**config.mk**
```make
export PLATFORM = sky130hd
export DESIGN_NAME = reg_writeback
export DESIGN_NICKNAME = d
export VERILOG_FILES = /design/src/rtl/reg_writeback_pkg.sv /design/src/rtl/wb_fifo.sv /design/src/rtl/reg_writeback.sv
export SDC_FILE = /design/constraint.sdc
export NUM_CORES = 1
export LEC_CHECK = 0
export BUFFER_PORTS_ARGS = -buffer_cell sky130_fd_sc_hd__buf_2
export CORE_UTILIZATION = 50
export DETAILED_ROUTE_END_ITERATION = 7
export GPL_ROUTABILITY_DRIVEN = 0
export GPL_TIMING_DRIVEN = 0
export PLACE_DENSITY = 0.73
export SLEW_MARGIN = 20
export SYNTH_ARGS = -nofsm -noshare
export SYNTH_HDL_FRONTEND = slang
export SYNTH_SLANG_ARGS = --single-unit
export TNS_END_PERCENT = 50
```
**constraint.sdc**
```tcl
create_clock -name clk -period 3.4 [get_ports clk]
set_clock_uncertainty 0.1 [all_clocks]
set_input_delay 0.85 -clock clk [delete_from_list [all_inputs] [get_ports clk]]
set_output_delay 0.85 -clock clk [all_outputs]
set_load 0.05 [all_outputs]
```
**src/rtl/reg_writeback_pkg.sv**
```systemverilog
// Shared types for the register writeback queue: register index width,
// queue entry control fields and head FSM states.
package reg_writeback_pkg;

   localparam int REG_IDX_W = 5;

   // Control half of a queue entry; the XLEN-wide data word sits in a
   // parallel array inside wb_fifo so this type stays width-independent.
   typedef struct packed {
      logic [REG_IDX_W-1:0] rd;
      logic                 reg_write;
      logic                 mem_to_reg;
      logic                 done;
   } wb_entry_t;

   typedef enum logic [1:0] {
      ST_IDLE,
      ST_WAIT_MEM,
      ST_WRITE
   } wb_state_e;

endpackage

```
**src/rtl/wb_fifo.sv**
```systemverilog
// In-order writeback queue: push at tail, pop at head, and in-order load
// completion into the oldest entry still waiting for memory data.
module wb_fifo
   import reg_writeback_pkg::*;
#(
   parameter int XLEN  = 64,
   parameter int DEPTH = 2
) (
   input  logic                       clk,
   input  logic                       rst_n,
   input  logic                       push,
   input  wb_entry_t                  push_entry,
   input  logic [XLEN-1:0]            push_data,
   input  logic                       pop,
   input  logic                       fill,
   input  logic [XLEN-1:0]            fill_data,
   output logic [$clog2(DEPTH):0]     cnt,
   output logic [REG_IDX_W-1:0]       head_rd,
   output logic                       head_reg_write,
   output logic [XLEN-1:0]            head_data,
   output logic                       next_done,
   output logic                       pend_any,
   output logic [$clog2(DEPTH)-1:0]   pend_off
);

   localparam int PTR_W = $clog2(DEPTH);
   localparam int CNT_W = PTR_W + 1;

   wb_entry_t        ent [DEPTH];
   logic [XLEN-1:0]  dat [DEPTH];
   logic [PTR_W-1:0] rd_ptr;
   logic [PTR_W-1:0] wr_ptr;
   logic [PTR_W-1:0] fill_idx;

   always_ff @(posedge clk or negedge rst_n) begin
      if (!rst_n) begin
         rd_ptr <= '0;
         wr_ptr <= '0;
         cnt    <= '0;
      end else begin
         if (push) wr_ptr <= wr_ptr + PTR_W'(1);
         if (pop)  rd_ptr <= rd_ptr + PTR_W'(1);
         cnt <= cnt + CNT_W'(push) - CNT_W'(pop);
      end
   end

   // Push targets a free slot and fill an occupied one, so they never collide.
   always_ff @(posedge clk) begin
      if (push) begin
         ent[wr_ptr] <= push_entry;
         dat[wr_ptr] <= push_data;
      end
      if (fill) begin
         ent[fill_idx].done <= 1'b1;
         dat[fill_idx]      <= fill_data;
      end
   end

   always_comb begin
      pend_any = 1'b0;
      pend_off = '0;
      for (int i = DEPTH - 1; i >= 0; i--) begin
         if ((CNT_W'(i) < cnt) && ent[rd_ptr + PTR_W'(i)].mem_to_reg &&
             !ent[rd_ptr + PTR_W'(i)].done) begin
            pend_any = 1'b1;
            pend_off = PTR_W'(i);
         end
      end
   end

   assign fill_idx       = rd_ptr + pend_off;
   assign head_rd        = ent[rd_ptr].rd;
   assign head_reg_write = ent[rd_ptr].reg_write;
   assign head_data      = dat[rd_ptr];
   assign next_done      = ent[rd_ptr + PTR_W'(1)].done;

endmodule

```
**src/rtl/reg_writeback.sv**
```systemverilog
// Register writeback stage: queues ALU/load results in order and drives the
// register bank write port. Define REG_WB_BYPASS_EN to add the head bypass outputs.
module reg_writeback
   import reg_writeback_pkg::*;
#(
   parameter int XLEN  = 64,
   parameter int DEPTH = 2
) (
   input  logic                  clk,
   input  logic                  rst_n,
   input  logic                  in_valid,
   output logic                  in_ready,
   input  logic [REG_IDX_W-1:0]  in_rd,
   input  logic                  in_reg_write,
   input  logic                  in_mem_to_reg,
   input  logic [XLEN-1:0]       in_alu_result,
   input  logic                  mem_rsp_valid,
   input  logic [XLEN-1:0]       mem_rsp_data,
   output logic                  wr_en,
   output logic [REG_IDX_W-1:0]  wr_addr,
   output logic [XLEN-1:0]       wr_data,
   output logic                  err_unexp_rsp
`ifdef REG_WB_BYPASS_EN
   ,
   output logic                  byp_valid,
   output logic [REG_IDX_W-1:0]  byp_addr,
   output logic [XLEN-1:0]       byp_data
`endif
);

   // state       | meaning
   // ST_IDLE     | queue empty; an incoming ALU result is written straight through
   // ST_WAIT_MEM | head is a load still waiting for its memory response
   // ST_WRITE    | head is complete and is popped this cycle

   localparam int PTR_W = $clog2(DEPTH);
   localparam int CNT_W = PTR_W + 1;

   wb_state_e            state_q, state_d, after_pop;
   wb_entry_t            in_entry;
   logic                 accept, push, pop, fill, wb_fire, wb_we;
   logic [REG_IDX_W-1:0] wb_rd;
   logic [XLEN-1:0]      wb_data;
   logic [CNT_W-1:0]     cnt;
   logic [REG_IDX_W-1:0] head_rd;
   logic                 head_reg_write, next_done, pend_any;
   logic [XLEN-1:0]      head_data;
   logic [PTR_W-1:0]     pend_off;

   assign in_ready = (cnt != CNT_W'(DEPTH));
   assign accept   = in_valid && in_ready;

   assign in_entry.rd         = in_rd;
   assign in_entry.reg_write  = in_reg_write;
   assign in_entry.mem_to_reg = in_mem_to_reg;
   assign in_entry.done       = !in_mem_to_reg;

   // In WAIT_MEM the response belongs to the head, which pops with it directly.
   assign fill = mem_rsp_valid && pend_any && (state_q != ST_WAIT_MEM);

   wb_fifo #(.XLEN(XLEN), .DEPTH(DEPTH)) u_fifo (
      .clk            (clk),
      .rst_n          (rst_n),
      .push           (push),
      .push_entry     (in_entry),
      .push_data      (in_alu_result),
      .pop            (pop),
      .fill           (fill),
      .fill_data      (mem_rsp_data),
      .cnt            (cnt),
      .head_rd        (head_rd),
      .head_reg_write (head_reg_write),
      .head_data      (head_data),
      .next_done      (next_done),
      .pend_any       (pend_any),
      .pend_off       (pend_off)
   );

   always_ff @(posedge clk or negedge rst_n) begin
      if (!rst_n) state_q <= ST_IDLE;
      else        state_q <= state_d;
   end

   always_comb begin
      state_d = state_q;
      push    = 1'b0;
      pop     = 1'b0;
      wb_fire = 1'b0;
      wb_rd   = head_rd;
      wb_we   = head_reg_write;
      wb_data = head_data;

      // What the head looks like once the current head has left
      if (cnt > CNT_W'(1))
         after_pop = (next_done || (fill && (pend_off == PTR_W'(1)))) ? ST_WRITE : ST_WAIT_MEM;
      else if (accept)
         after_pop = in_mem_to_reg ? ST_WAIT_MEM : ST_WRITE;
      else
         after_pop = ST_IDLE;

      case (state_q)
         ST_IDLE: begin
            if (accept) begin
               if (in_mem_to_reg) begin
                  push    = 1'b1;
                  state_d = ST_WAIT_MEM;
               end else begin
                  wb_fire = 1'b1;
                  wb_rd   = in_rd;
                  wb_we   = in_reg_write;
                  wb_data = in_alu_result;
               end
            end
         end
         ST_WAIT_MEM: begin
            push = accept;
            if (mem_rsp_valid) begin
               pop     = 1'b1;
               wb_fire = 1'b1;
               wb_data = mem_rsp_data;
               state_d = after_pop;
            end
         end
         ST_WRITE: begin
            push    = accept;
            pop     = 1'b1;
            wb_fire = 1'b1;
            state_d = after_pop;
         end
         default: state_d = ST_IDLE;
      endcase
   end

   always_ff @(posedge clk or negedge rst_n) begin
      if (!rst_n) begin
         wr_en         <= 1'b0;
         wr_addr       <= '0;
         wr_data       <= '0;
         err_unexp_rsp <= 1'b0;
      end else begin
         wr_en <= wb_fire && wb_we && (wb_rd != '0);
         if (wb_fire && wb_we && (wb_rd != '0)) begin
            wr_addr <= wb_rd;
            wr_data <= wb_data;
         end
         if (mem_rsp_valid && !pend_any) err_unexp_rsp <= 1'b1;
      end
   end

`ifdef REG_WB_BYPASS_EN
   assign byp_valid = (state_q == ST_WRITE) && head_reg_write && (head_rd != '0);
   assign byp_addr  = head_rd;
   assign byp_data  = head_data;
`endif

endmodule

```
==> results.ini <==
[synthesis]
synth_seq_cells = 221
synth_cells = 772
yosysTopAreaCell = edfxtp_1
synthTopCellsByArea = edfxtp_1 (39%), mux2_2 (19%), dfrtp_1 (18%), mux2i_1 (6.6%), a22oi_1 (4.4%)
synth.cell_area_um2 = 10900
ys.flop_type = edfxtp_1
synth-edff-count = 142
async_reset_ff_share_pct = 34.8
ys.warnings.count = 0
synth_top_area_share_pct = 39.1
synth_fp_nets = 917
synth_cell_types = 51
syn_area_per_cell_um2 = 14.1
ys_seq_area_share_pct = 57.1

[worst_setup_path]
critPathKind = reg2reg
crit_path_end_kind = flip-flop
crit_path_cell_trace = inv_1 > ha_1 > nand2b_1 > nor3_1 > buf_2 > buf_2 > or2_4 > buf_12
crit_arrival_ps = 3290
ff2ff_path_depth = 8
worst-path-buf-inv = 4
crit_slowest_cell = nor3_1
crit_family = buffers and inverters
required_ps = 3510
cpPeakStageDelay_ps = 440
crit_fanout = 33
cp.depth = 8
crit_path_start_kind = flip-flop
path_common_cell = buf_2

[sta]
fin_hold_ws_ps = 149
slew_violations = 0
hold_viol_final = 0
min_period_ps = 3180
tightestPinTransition_ps = 939
rsz0062_at_grt = false
finalCritPeriodShare_pct = 93.6
fmax_mhz = 314
tns_ps = 0
final-setup-viol-count = 0
slew_headroom_pct = 37.4

[global_routing]
antenna_found_initial = 5
grt_pass1_wl_mm = 42.3
track_usage_pct = 24.7
grt_max_degree = 47
grt_pass1_vias = 7769
gr-total-overflow = 0

[power]
vdd_drop_max_v = 0.000528
power_density_nw_per_um2 = 967
p_leak_nw = 5.34
power_mw = 12.8

[die]
io_pins = 211
start_util_pct = 51.4
die_x_um = 150
std_cell_rows = 53
die_area_um2 = 22400
coreArea_um2 = 21200
dieHeight_um = 150

[routing]
post_drt_via_cell_ratio = 5.75
ant_nets = 0
drc = 0
drt_iter0_drc = 444
wl_per_cell_um = 21.1
drt-total-wl_mm = 27.6
first_pass_iters = 5
vias = 7518

[cts]
cts-htree-levels = 1
cts_num_sinks = 221
root_buffer = clkbuf_16
numCtsBuffers = 24
clock_latency_ps = 520
clkTransAtPathRegs_ps = 60
cts_tree = yes
cts_hold_buf = 0
clockBufferDepth = 3

[cells_and_area]
syn2layout_area_growth_pct = 21.4
final_cell_mix = buf_2 (223), mux2_2 (188), edfxtp_1 (142), dfrtp_1 (77), mux2i_1 (72)
drive_gt1_share_pct = 46.6
post-route-util_pct = 62.4
final_nets = 1156
final_common_cell = buf_2
finalNonFillerCells = 1307

[worst_hold_path]
min_path_type = in2async

[place]
portBuffers = 209
dp_hpwl_mm = 18.6
dp_cells = 1259

[flow_run]
max_cap_viol_count = 0

[outcome]
status = finished, final reports clean

stage by stage:
| step | instance area [um^2] | worst slack [ps] |
|---|---|---|
| after floorplan | 10900 | 59.1 |
| after global placement | 12300 | -1050 |
| after detailed placement | 12400 | -347 |
| final | 13200 | 219 |
| after CTS | 13200 | 48.1 |
| after global routing | 13200 | 35.7 |
power breakdown:
part           internal (mW)  switching (mW)
Clock                   1.65            1.07
Sequential              4.05           0.365
Combinational           1.97            3.70
worst reg2reg max path, cell delays in order (launching register included):
cell	delay, ps
dfrtp_1	390
inv_1	80
ha_1	230
nand2b_1	220
nor3_1	440
buf_2	360
buf_2	360
or2_4	390
buf_12	280
area by class of cell:
type	count	area (um^2)
Multi-Input combinational cell	487	4400
Clock buffer	31	647
Sequential cell	221	6230
Fill cell	1687	7980
Buffer	56	274
Antenna cell	3	7.51
Inverter	9	33.8
Tap cell	275	344
Clock inverter	13	178
Timing Repair Buffer	212	1130
repair_timing:
item,in CTS,in global routing
endpoints found under the setup margin,33,79
cloned,0,1
buffers inserted,0,0
resized for setup,1,1
cell usage after synthesis (2+ instances only):
master,count
a211o_1,4
a21o_1,3
a21oi_1,6
a22oi_1,64
and4b_1,2
buf_1,4
buf_2,15
buf_4,6
buf_6,3
clkbuf_1,28
dfrtp_1,77
dfxtp_1,2
edfxtp_1,142
ha_1,6
inv_1,9
mux2_2,188
mux2_4,7
mux2i_1,72
nand2_1,7
nand2b_1,7
nand3_1,2
nand4_1,2
nor2_1,10
nor2b_1,3
nor3_1,5
nor4_1,2
o21ai_0,70
xnor2_1,2
xor2_1,2
sequential cells by signal (all words and copies together), names as in the netlist:
name	count
state_q	2
wr_data	64
u_fifo.ent	16
wr_addr	5
u_fifo.wr_ptr	1
u_fifo.rd_ptr	1
u_fifo.cnt	2
err_unexp_rsp	1
u_fifo.dat	128
wr_en	1
cell families (layout without fill, tap and decap cells):
family | count (synthesis) | count (layout) | share of synthesized area [%]
AOI/OAI and AO/OA | 161 | 161 | 9.62
xor gates and xnor gates | 4 | 4 | 0.321
adders and majority gates | 6 | 6 | 0.688
buffers and inverters | 65 | 321 | 2.82
DFF | 221 | 221 | 57.1
muxes | 267 | 267 | 27.0
other | 0 | 3 | 0
and+or+nand+nor | 48 | 49 | 2.45
final timing paths:
check                                    from                to  slack [ps]
worst max-delay path               state_q[1]  u_fifo.dat[0][9]         220
worst min-delay path                    rst_n       wr_data[58]         150
worst max register to register     state_q[1]  u_fifo.dat[0][9]         220
worst min register to register  err_unexp_rsp     err_unexp_rsp         360
max in group asynchronous               rst_n       wr_data[16]        2480
min in group clk                err_unexp_rsp     err_unexp_rsp         360
layer usage:
metal | vias up | share of wire (%) | wire, um | track usage [%]
met4 | 2 | 2.9 | 799 | 8.43
met3 | 58 | 5.6 | 1550 | 4.09
met1 | 3733 | 42 | 11700 | 32.3
met2 | 241 | 49 | 13600 | 41.7
li1 | 3484 | - | - | -
met5 | - | 0.047 | 13 | 0
Power figures use the tool's default switching activity.
